`config.mk`:
```
export PLATFORM = sky130hd
export DESIGN_NAME = conv3x3_edge_filter
export DESIGN_NICKNAME = d
export VERILOG_FILES = /design/src/rtl/conv3x3_pkg.sv /design/src/rtl/conv3x3_adder_tree.sv /design/src/rtl/conv3x3_edge_filter.sv
export SDC_FILE = /design/constraint.sdc
export NUM_CORES = 1
export LEC_CHECK = 0
export ABC_CLOCK_PERIOD_IN_PS = 12760
export BUFFER_PORTS_ARGS = -buffer_cell sky130_fd_sc_hd__clkbuf_2
export CAP_MARGIN = 20
export CORE_MARGIN = 3
export CORE_UTILIZATION = 60
export DETAILED_ROUTE_END_ITERATION = 16
export GPL_ROUTABILITY_DRIVEN = 0
export GPL_TIMING_DRIVEN = 0
export PLACE_DENSITY_LB_ADDON = 0.08
export REMOVE_ABC_BUFFERS = 1
export SYNTH_ARGS = -nofsm -noshare
export SYNTH_HDL_FRONTEND = slang
export SYNTH_HIERARCHICAL = 1
export SYNTH_SLANG_ARGS = --single-unit
```
`constraint.sdc`:
```
create_clock -name i_clk -period 12.76 [get_ports i_clk]
set_input_delay 1.276 -clock i_clk [delete_from_list [all_inputs] [get_ports i_clk]]
set_output_delay 1.276 -clock i_clk [all_outputs]
set_load 0.01 [all_outputs]
```
`src/rtl/conv3x3_pkg.sv`:
```
// Shared types, gradient coefficient tables and width helpers for the
// 3x3 gradient edge filter.
package conv3x3_pkg;

   localparam int N_TAPS = 9;

   typedef enum logic {
      KERNEL_SOBEL   = 1'b0,
      KERNEL_PREWITT = 1'b1
   } kernel_e;

   typedef enum logic {
      OUT_BINARY    = 1'b0,
      OUT_MAGNITUDE = 1'b1
   } out_mode_e;

   typedef logic signed [2:0] coef_t;

   // Taps are row-major, index 0 is the top-left pixel of the window.
   localparam coef_t SOBEL_X   [N_TAPS] = '{ 3'sd1,  3'sd0, -3'sd1,
                                             3'sd2,  3'sd0, -3'sd2,
                                             3'sd1,  3'sd0, -3'sd1 };
   localparam coef_t SOBEL_Y   [N_TAPS] = '{ 3'sd1,  3'sd2,  3'sd1,
                                             3'sd0,  3'sd0,  3'sd0,
                                            -3'sd1, -3'sd2, -3'sd1 };
   localparam coef_t PREWITT_X [N_TAPS] = '{ 3'sd1,  3'sd0, -3'sd1,
                                             3'sd1,  3'sd0, -3'sd1,
                                             3'sd1,  3'sd0, -3'sd1 };
   localparam coef_t PREWITT_Y [N_TAPS] = '{ 3'sd1,  3'sd1,  3'sd1,
                                             3'sd0,  3'sd0,  3'sd0,
                                            -3'sd1, -3'sd1, -3'sd1 };

   function automatic int prod_width(input int w);
      return w + 3;
   endfunction

   function automatic int sum_width(input int w);
      return w + 4;
   endfunction

   function automatic int sq_width(input int w);
      return 2 * w + 6;
   endfunction

endpackage

```
`src/rtl/conv3x3_adder_tree.sv`:
```
// Registered signed sum of nine packed terms, built as a balanced tree.
module conv3x3_adder_tree
   import conv3x3_pkg::*;
#(
   parameter int IN_W  = 11,
   parameter int OUT_W = 12
) (
   input  logic                       i_clk,
   input  logic                       i_reset,
   input  logic                       i_en,
   input  logic [N_TAPS*IN_W-1:0]     i_terms,
   output logic signed [OUT_W-1:0]    o_sum
);

   logic signed [OUT_W-1:0] ext  [N_TAPS];
   logic signed [OUT_W-1:0] lvl1 [4];
   logic signed [OUT_W-1:0] lvl2 [2];
   logic signed [OUT_W-1:0] sum_d;

   always_comb begin
      for (int k = 0; k < N_TAPS; k++) begin
         ext[k] = OUT_W'(signed'(i_terms[IN_W*k +: IN_W]));
      end
      for (int k = 0; k < 4; k++) begin
         lvl1[k] = ext[2*k] + ext[2*k+1];
      end
      lvl2[0] = lvl1[0] + lvl1[1];
      lvl2[1] = lvl1[2] + lvl1[3];
      sum_d   = lvl2[0] + lvl2[1] + ext[8];
   end

   always_ff @(posedge i_clk or posedge i_reset) begin
      if (i_reset) begin
         o_sum <= '0;
      end else if (i_en) begin
         o_sum <= sum_d;
      end
   end

endmodule

```
`src/rtl/conv3x3_edge_filter.sv`:
```
// Four-stage 3x3 gradient edge filter: multiply, sum, magnitude, output.
// Each beat carries its own kernel/mode/threshold through the pipeline.
module conv3x3_edge_filter
   import conv3x3_pkg::*;
#(
   parameter int P_PIXEL_WIDTH     = 8,
   parameter int P_THRESHOLD_WIDTH = 2 * P_PIXEL_WIDTH + 6,
   parameter int P_THRESHOLD_RESET = 5000
) (
   input  logic                           i_clk,
   input  logic                           i_reset,
   input  logic                           i_valid,
   input  logic [9*P_PIXEL_WIDTH-1:0]     i_data,
   output logic                           o_ready,
   input  logic                           i_kernel_sel,
   input  logic                           i_out_mode,
   input  logic [P_THRESHOLD_WIDTH-1:0]   i_threshold,
   input  logic                           i_ready,
   output logic [P_PIXEL_WIDTH-1:0]       o_data,
   output logic                           o_valid
);

   localparam int W  = P_PIXEL_WIDTH;
   localparam int PW = prod_width(W);
   localparam int SW = sum_width(W);
   localparam int QW = sq_width(W);
   localparam int CW = (QW > P_THRESHOLD_WIDTH) ? QW : P_THRESHOLD_WIDTH;

   if (P_PIXEL_WIDTH < 4 || P_PIXEL_WIDTH > 12) begin : g_bad_width
      $error("conv3x3_edge_filter: P_PIXEL_WIDTH must be 4..12");
   end
   if (P_THRESHOLD_RESET < 0 ||
       longint'(P_THRESHOLD_RESET) >= (longint'(1) << P_THRESHOLD_WIDTH)) begin : g_bad_thr
      $error("conv3x3_edge_filter: P_THRESHOLD_RESET does not fit P_THRESHOLD_WIDTH");
   end

   // Handshake: a beat moves on both ports only when valid && ready at a
   // rising edge. The whole pipe advances together when the output slot is
   // empty or being taken, so o_ready is combinational from i_ready.
   logic en;
   assign en      = !o_valid || i_ready;
   assign o_ready = en;

   // S1: per-tap products for both axes
   logic signed [PW-1:0]       pix_e [N_TAPS];
   logic signed [PW-1:0]       cx_e  [N_TAPS];
   logic signed [PW-1:0]       cy_e  [N_TAPS];
   logic [N_TAPS*PW-1:0]       prod_x_d, prod_y_d, prod_x_q, prod_y_q;
   logic                       prewitt;

   assign prewitt = (kernel_e'(i_kernel_sel) == KERNEL_PREWITT);

   always_comb begin
      prod_x_d = '0;
      prod_y_d = '0;
      for (int k = 0; k < N_TAPS; k++) begin
         pix_e[k] = signed'(PW'(i_data[W*k +: W]));
         cx_e[k]  = PW'(prewitt ? PREWITT_X[k] : SOBEL_X[k]);
         cy_e[k]  = PW'(prewitt ? PREWITT_Y[k] : SOBEL_Y[k]);
         prod_x_d[PW*k +: PW] = cx_e[k] * pix_e[k];
         prod_y_d[PW*k +: PW] = cy_e[k] * pix_e[k];
      end
   end

   logic                          v1, v2, v3;
   out_mode_e                     mode1, mode2, mode3;
   logic [P_THRESHOLD_WIDTH-1:0]  thr1, thr2, thr3;

   // S2: registered sums, one tree per axis
   logic signed [SW-1:0] gx, gy;

   conv3x3_adder_tree #(.IN_W(PW), .OUT_W(SW)) u_tree_x (
      .i_clk   (i_clk),
      .i_reset (i_reset),
      .i_en    (en),
      .i_terms (prod_x_q),
      .o_sum   (gx)
   );

   conv3x3_adder_tree #(.IN_W(PW), .OUT_W(SW)) u_tree_y (
      .i_clk   (i_clk),
      .i_reset (i_reset),
      .i_en    (en),
      .i_terms (prod_y_q),
      .o_sum   (gy)
   );

   // S3: squared magnitude for the threshold path, L1 for the magnitude path
   logic signed [QW-1:0] gx_e, gy_e;
   logic [SW-1:0]        ax, ay;
   logic [QW-1:0]        sq_d, sq_q;
   logic [SW-1:0]        l1_d, l1_q;

   always_comb begin
      gx_e = QW'(gx);
      gy_e = QW'(gy);
      sq_d = gx_e * gx_e + gy_e * gy_e;
      ax   = gx[SW-1] ? -gx : gx;
      ay   = gy[SW-1] ? -gy : gy;
      l1_d = ax + ay;
   end

   // S4: final pixel selection
   logic [W-1:0] out_d;

   always_comb begin
      out_d = '0;
      if (mode3 == OUT_MAGNITUDE) begin
         out_d = (|l1_q[SW-1:W]) ? '1 : l1_q[W-1:0];
      end else if (CW'(sq_q) > CW'(thr3)) begin
         out_d = '1;
      end
   end

   always_ff @(posedge i_clk or posedge i_reset) begin
      if (i_reset) begin
         v1       <= 1'b0;
         v2       <= 1'b0;
         v3       <= 1'b0;
         o_valid  <= 1'b0;
         prod_x_q <= '0;
         prod_y_q <= '0;
         mode1    <= OUT_BINARY;
         mode2    <= OUT_BINARY;
         mode3    <= OUT_BINARY;
         thr1     <= '0;
         thr2     <= '0;
         thr3     <= '0;
         sq_q     <= '0;
         l1_q     <= '0;
         o_data   <= '0;
      end else if (en) begin
         v1       <= i_valid;
         prod_x_q <= prod_x_d;
         prod_y_q <= prod_y_d;
         mode1    <= out_mode_e'(i_out_mode);
         thr1     <= i_threshold;
         v2       <= v1;
         mode2    <= mode1;
         thr2     <= thr1;
         v3       <= v2;
         mode3    <= mode2;
         thr3     <= thr2;
         sq_q     <= sq_d;
         l1_q     <= l1_d;
         o_valid  <= v3;
         o_data   <= out_d;
      end
   end

endmodule

```
==> results.ini, run 1 <==
[route]
final_antenna_net_count = 0
drt-pass1-iter-count = 5
routed_wirelength_microns = 53300
vias_per_cell = 5.19
drc = 0
first_iter_violations = 923
avgRoutedWirePerCell_microns = 16.1
num_vias = 17200

[floorplan]
die_h_microns = 210
start_util_pct = 61.1
dieArea_sq_um = 44200
core_area_sq_um = 41000
rows = 74
die_w_microns = 210
ios = 110

[clocking]
postCtsSetupBuffers = 0
clock_sinks = 235
htreeDepth = 1
postCtsResizedCells = 0
cts.path.max_buffers = 3
clk_latency_ns = 0.56
cts_hold_buf = 0
root_buffer = clkbuf_16
cts_buffers = 27
path_clk_slew_ns = 0.06
tritoncts = built

[sta]
finalCriticalPeriod_ns = 7.40
skew_ns = 0.0202
rsz0062_at_grt = no
tightest_slew_ns = 0.964
period_share_pct = 58.0
hold_viol = 0
maxSlewViolCount = 0
setup_viol = 0
max_slew_margin_pct = 35.7
clock.fmax_mhz = 135

[setup_path]
cp-endpoint = sq_q[21]
worstPathArrival_ns = 7.81
worst_ep_required_time_ns = 13.17
critical_path.max_fanout = 13
timing.rr.start = u_tree_x/o_sum[8]
startpoint = u_tree_x/o_sum[8]
critical_path_class = flip-flop to flip-flop
reg2reg_to = sq_q[21]
rrSetupSlack_ns = 5.36
critPathLaunchType = flip-flop
r2r_cells = 23
setup.worst_path.end_class = flip-flop

[synth]
synth_top_family_by_area = adder cells
synth_compound_area_share_pct = 6.84
synthSimpleGateAreaFrac_pct = 12.6
synthAdderAreaFrac_pct = 41.3
async_flop_share_pct = 100
seq_area_frac_synth_pct = 23.5
yosys_register_bits = 235
synth_edf_count = 0
ys_warn_count = 6
synthMuxAreaShare_pct = 1.50
synth_cells = 2632
synth_top_flop_cell = dfrtp_1
synth_xor_area_share_pct = 4.09
mappedNetlistArea_sq_um = 25000
synth_cell_types = 72
avgSynthCellArea_sq_um = 9.52

[placed_design]
dp_cells = 3265
place_area_sq_um = 26300
place_hpwl_microns = 42300
port_buffers = 101

[global_routing]
grt_use_total_pct = 25.6
gr-total-overflow = 0
grt_max_degree = 184
grt_pass1_vias = 18900
grt_pass1_wl_microns = 91000
antenna_found_initial = 0

[cells_and_area]
syn_to_final_growth_pct = 8.99
multi_input_area_sq_um = 16900
layout_common_cells = inv_1, nand2_1, fa_1
final_layout_size_suffix_gt1_share_pct = 6.79
antenna_cells = 0
fin_util_pct = 66.5
postLayoutCellArea_sq_um = 27300
seq_area_sq_um = 5880
fillCellCount = 3396
final_common_cell = inv_1
stdcell_count = 3316
nets = 3446

[worst_hold_path]
min_from = v3
min_path_type = flip-flop to flip-flop

[flow_run]
drv_cap = 0

[run_status]
status = complete, no violations

area by class of cell:
type	count	share of cell area (%)
Clock buffer	38	2.85
Inverter	585	8.10
Clock inverter	11	0.468
Timing Repair Buffer	109	2.55
Sequential cell	235	21.5
Multi-Input combinational cell	1806	62.1
Tap cell	532	2.44
state kept, by name (all words and copies together) (netlist names), 8 cells and up:
signal,cells
thr1,22
l1_q,12
thr3,22
prod_y_q,59
o_data,8
prod_x_q,38
u_tree_y/o_sum,12
thr2,22
u_tree_x/o_sum,12
sq_q,21
synthesized netlist by cell type (3+ instances only):
master,n,share of area (%)
a31oi_1,5,0.12
xnor2_1,87,3.0
o21a_1,15,0.45
dfrtp_1,235,23
nand3_1,11,0.22
mux2i_1,18,0.72
xor2_1,30,1.0
fa_1,409,33
o31ai_1,10,0.30
o21ai_0,49,0.98
a22o_1,4,0.14
a21oi_1,85,1.7
or3_1,7,0.17
and2_1,67,1.7
nor4_1,6,0.15
nand2b_1,19,0.47
o21bai_1,8,0.24
nand3b_1,4,0.12
a221oi_1,4,0.14
inv_2,4,0.060
mux2_2,16,0.72
inv_1,580,8.7
nor2_1,104,1.6
a211oi_1,9,0.27
a21o_1,26,0.78
nand4_1,5,0.12
o211ai_1,5,0.15
clkbuf_1,71,1.1
nor2b_1,20,0.50
buf_2,3,0.060
a21boi_0,3,0.090
ha_1,173,8.6
nand2_1,427,6.4
buf_1,9,0.13
o21ai_1,40,0.80
nor3b_1,6,0.18
nor3_1,19,0.38
logic make-up (layout without fill, tap and decap cells):
kind of cell | Yosys count | count (layout)
and+or+nand+nor | 711 | 711
AOI/OAI and AO/OA | 281 | 281
DFF | 235 | 235
buffers and inverters | 670 | 743
muxes | 35 | 35
other | 1 | 80
xor gates and xnor gates | 117 | 117
adders and majority gates | 582 | 582
worst max-delay path, stage by stage (launching register included):
cell and delay (ns):
dfrtp_1 0.76, inv_2 0.25, nor2_1 0.22, inv_1 0.09
fa_1 0.51, inv_1 0.06, fa_1 0.53, inv_1 0.05
fa_1 0.45, fa_1 0.54, inv_1 0.05, fa_1 0.53
inv_1 0.05, fa_1 0.46, fa_1 0.51, inv_1 0.05
ha_1 0.32, a21oi_1 0.35, o211ai_1 0.19, a221o_1 0.42
a31oi_1 0.32, a21oi_1 0.14, xnor2_1 0.29, a21oi_1 0.11
through the flow:
step,hold slack [ns],setup slack (ns),TNS (ns)
after floorplan,0.430,-0.751,-33.03
after global placement,0.441,-10.38,-1847.30
after detailed placement,0.444,5.32,0
after CTS,0.459,5.31,0
after global routing,0.484,4.96,0
final,0.456,5.36,0
layer usage:
metal / global-route usage, % / wire, microns / vias up
li1: - / - / 8143
met1: 31.7 / 21100 / 8655
met2: 47.5 / 28600 / 310
met3: 2.95 / 1840 / 95
met4: 7.60 / 1820 / 0
met5: 0 / 0 / -
worst min path at each step:
| stage | end | slack [ns] | cells past startpoint |
|---|---|---|---|
| 3_3_place_gp | v3 | 0.44 | 2 |
| 2_1_floorplan | v3 | 0.43 | 2 |
| 6_report | o_valid | 0.46 | 1 |
| 5_1_grt | v3 | 0.48 | 2 |
| 4_1_cts | o_valid | 0.46 | 1 |
| 3_5_place_dp | o_valid | 0.44 | 1 |
Power of run 1 is not shown: default switching activity piles up to over one toggle a cycle in this logic, so the estimate is an artifact.
==> run 2, diff against run 1 <==
--- a/config.mk
+++ b/config.mk
@@ -5,7 +5,7 @@
 export SDC_FILE = /design/constraint.sdc
 export NUM_CORES = 1
 export LEC_CHECK = 0
-export ABC_CLOCK_PERIOD_IN_PS = 12760
+export ABC_CLOCK_PERIOD_IN_PS = 7300
 export BUFFER_PORTS_ARGS = -buffer_cell sky130_fd_sc_hd__clkbuf_2
 export CAP_MARGIN = 20
 export CORE_MARGIN = 3
==> constraint.sdc (replaced) <==
create_clock -name i_clk -period 7.3 [get_ports i_clk]
set_input_delay 0.73 -clock i_clk [delete_from_list [all_inputs] [get_ports i_clk]]
set_output_delay 0.73 -clock i_clk [all_outputs]
set_load 0.01 [all_outputs]
==> run 2 against run 1 <==
Critical path depth unchanged; maximum frequency increased by 6.4%; first-iteration DRC count decreased by 7.3%; worst setup slack got worse by 5.0 ns; die area unchanged; design area about the same; clock-buffer cell count unchanged; cell count unchanged; critical path type unchanged; largest cell class unchanged.
==> results.ini, run 2 (synthesized netlist as in run 1, its figures left out) <==
[run_status]
status = complete, no violations  ; unchanged

[cells_and_area]
stdcell_count = 3316  ; unchanged
final_layout_size_suffix_gt1_share_pct = 7.54  ; was 6.79%
max_flop_register = prod_y_q  ; unchanged
largest_reg_flops = 59  ; unchanged
layout_common_cells = inv_1, nand2_1, fa_1  ; unchanged
syn_to_final_growth_pct = 9.00  ; was 8.99%
nets = 3446  ; unchanged
final_common_cell = inv_1  ; unchanged
antenna_cells = 0  ; unchanged
reg_top3 = prod_y_q x59, prod_x_q x38  ; unchanged
fin_util_pct = 66.6  ; was 66.5%

[setup_path]
setup.worst_path.end_class = flip-flop  ; unchanged
cpMostUsedCell = fa_1  ; unchanged
critical_path_class = flip-flop to flip-flop  ; unchanged
worst-path-stages = 23  ; unchanged
max_stage_delay_ns = 0.55  ; was 0.76 ns
crit_buf_inv = 7  ; unchanged
worstPathCellList = inv_2 > nor2_1 > inv_1 > fa_1 > inv_1 > fa_1 > inv_1 > fa_1 > fa_1 > inv_1 > fa_1 > inv_1 > fa_1 > fa_1 > inv_1 > ha_1 > a21oi_2 > o211ai_1 > a221o_1 > a31oi_1 > a21oi_1 > xnor2_1 > a21oi_1  ; was inv_2 > nor2_1 > inv_1 > fa_1 > inv_1 > fa_1 > inv_1 > fa_1 > fa_1 > inv_1 > fa_1 > inv_1 > fa_1 > fa_1 > inv_1 > ha_1 > a21oi_1 > o211ai_1 > a221o_1 > a31oi_1 > a21oi_1 > xnor2_1 > a21oi_1
worst_ep_required_time_ns = 7.71  ; was 13.17 ns
r2r_cells = 23  ; unchanged
cp_top_family = adder cells  ; unchanged
critical_path.max_fanout = 13  ; unchanged
slowest_stage = dfrtp_4  ; was dfrtp_1
critPathLaunchType = flip-flop  ; unchanged
rrSetupSlack_ns = 0.35  ; was 5.36 ns
worstPathArrival_ns = 7.36  ; was 7.81 ns

[placed_design]
dp_cells = 3265  ; unchanged
place_hpwl_microns = 42300  ; unchanged
port_buffers = 101  ; unchanged

[global_routing]
gr-total-overflow = 0  ; unchanged
grt_pass1_wl_microns = 91000  ; unchanged
antenna_found_initial = 0  ; unchanged
grt_pass1_vias = 18900  ; unchanged
grt_max_degree = 184  ; unchanged
grt_use_total_pct = 25.6  ; unchanged

[route]
wl_met2_microns = 28600  ; about the same
wl_met1_microns = 20700  ; was 21,100 microns
avgRoutedWirePerCell_microns = 16.1  ; about the same
first_iter_violations = 856  ; was 923
drc = 0  ; unchanged
top_layer_used = met4  ; unchanged
routed_wirelength_microns = 53400  ; was 53,300 microns
drt-pass1-iter-count = 6  ; was 5
vias_per_cell = 5.21  ; was 5.19
final_antenna_net_count = 0  ; unchanged
dr_wl_met3_microns = 2210  ; was 1840 microns
num_vias = 17300  ; was 17,200

[sta]
fin_setup_tns_ns = 0  ; unchanged
holdWs_ns = 0.296  ; was 0.456 ns
finalCriticalPeriod_ns = 6.95  ; was 7.40 ns
tightest_slew_ns = 0.937  ; was 0.964 ns
rsz0062_at_grt = no  ; unchanged
hold_viol = 0  ; unchanged
period_share_pct = 95.2  ; was 58.0%
max_slew_margin_pct = 37.5  ; was 35.7%
maxSlewViolCount = 0  ; unchanged
setup_viol = 0  ; unchanged
skew_ns = 0.0184  ; was 0.0202 ns
clock.fmax_mhz = 144  ; was 135 MHz

[clocking]
root_buffer = clkbuf_16  ; unchanged
cts.path.max_buffers = 3  ; unchanged
htreeDepth = 1  ; unchanged
tritoncts = built  ; unchanged
cts_hold_buf = 0  ; unchanged
clock_sinks = 235  ; unchanged
path_clk_slew_ns = 0.06  ; about the same
clk_latency_ns = 0.56  ; about the same
cts_buffers = 27  ; unchanged

[floorplan]
die_h_microns = 210  ; unchanged
dieArea_sq_um = 44200  ; unchanged
core_area_sq_um = 41000  ; unchanged
die_w_microns = 210  ; unchanged
start_util_pct = 61.1  ; unchanged
rows = 74  ; unchanged
ios = 110  ; unchanged

[worst_hold_path]
min_path_type = input port to async pin  ; was flip-flop to flip-flop

[flow_run]
drv_cap = 0  ; unchanged

## run 2: through the flow
step                worst slack (ns)  area (sq um)
floorplan                      -5.52         25000
global placement              -14.75         26200
detailed placement            -0.141         26300
CTS                          0.00367         27200
global route                 0.00315         27300
finish                         0.347         27300
## run 2: cell type report
class                      count  area [sq um]
sequential                   235          5910
clock buffer                  38           777
timing repair buffer         109           656
multi-input combinational   1806         16900
inverter                     585          2210
fill                        3396         13700
clock inverter                11           128
tap                          532           666
## run 2: what timing repair did
action,in CTS,in global routing
cloned,0,0
setup buffers,0,2
endpoints found under the setup margin,2,4
resized for setup,7,18
## run 2: final timing paths
path / end / startpoint
max: sq_q[21] / u_tree_x/o_sum[8]
min: u_tree_x/o_sum[3] / i_reset
max reg2reg: sq_q[21] / u_tree_x/o_sum[8]
min reg2reg: o_valid / v3
max in group asynchronous: prod_y_q[79] / i_reset
min in group i_clk: v1 / i_valid
## run 2: layer usage
metal,vias to the layer above,GRT usage [%]
met5,-,0
met4,0,7.60
met3,98,2.95
met2,363,47.5
met1,8662,31.7
li1,8149,-
Power of run 2 is left out for the same reason.
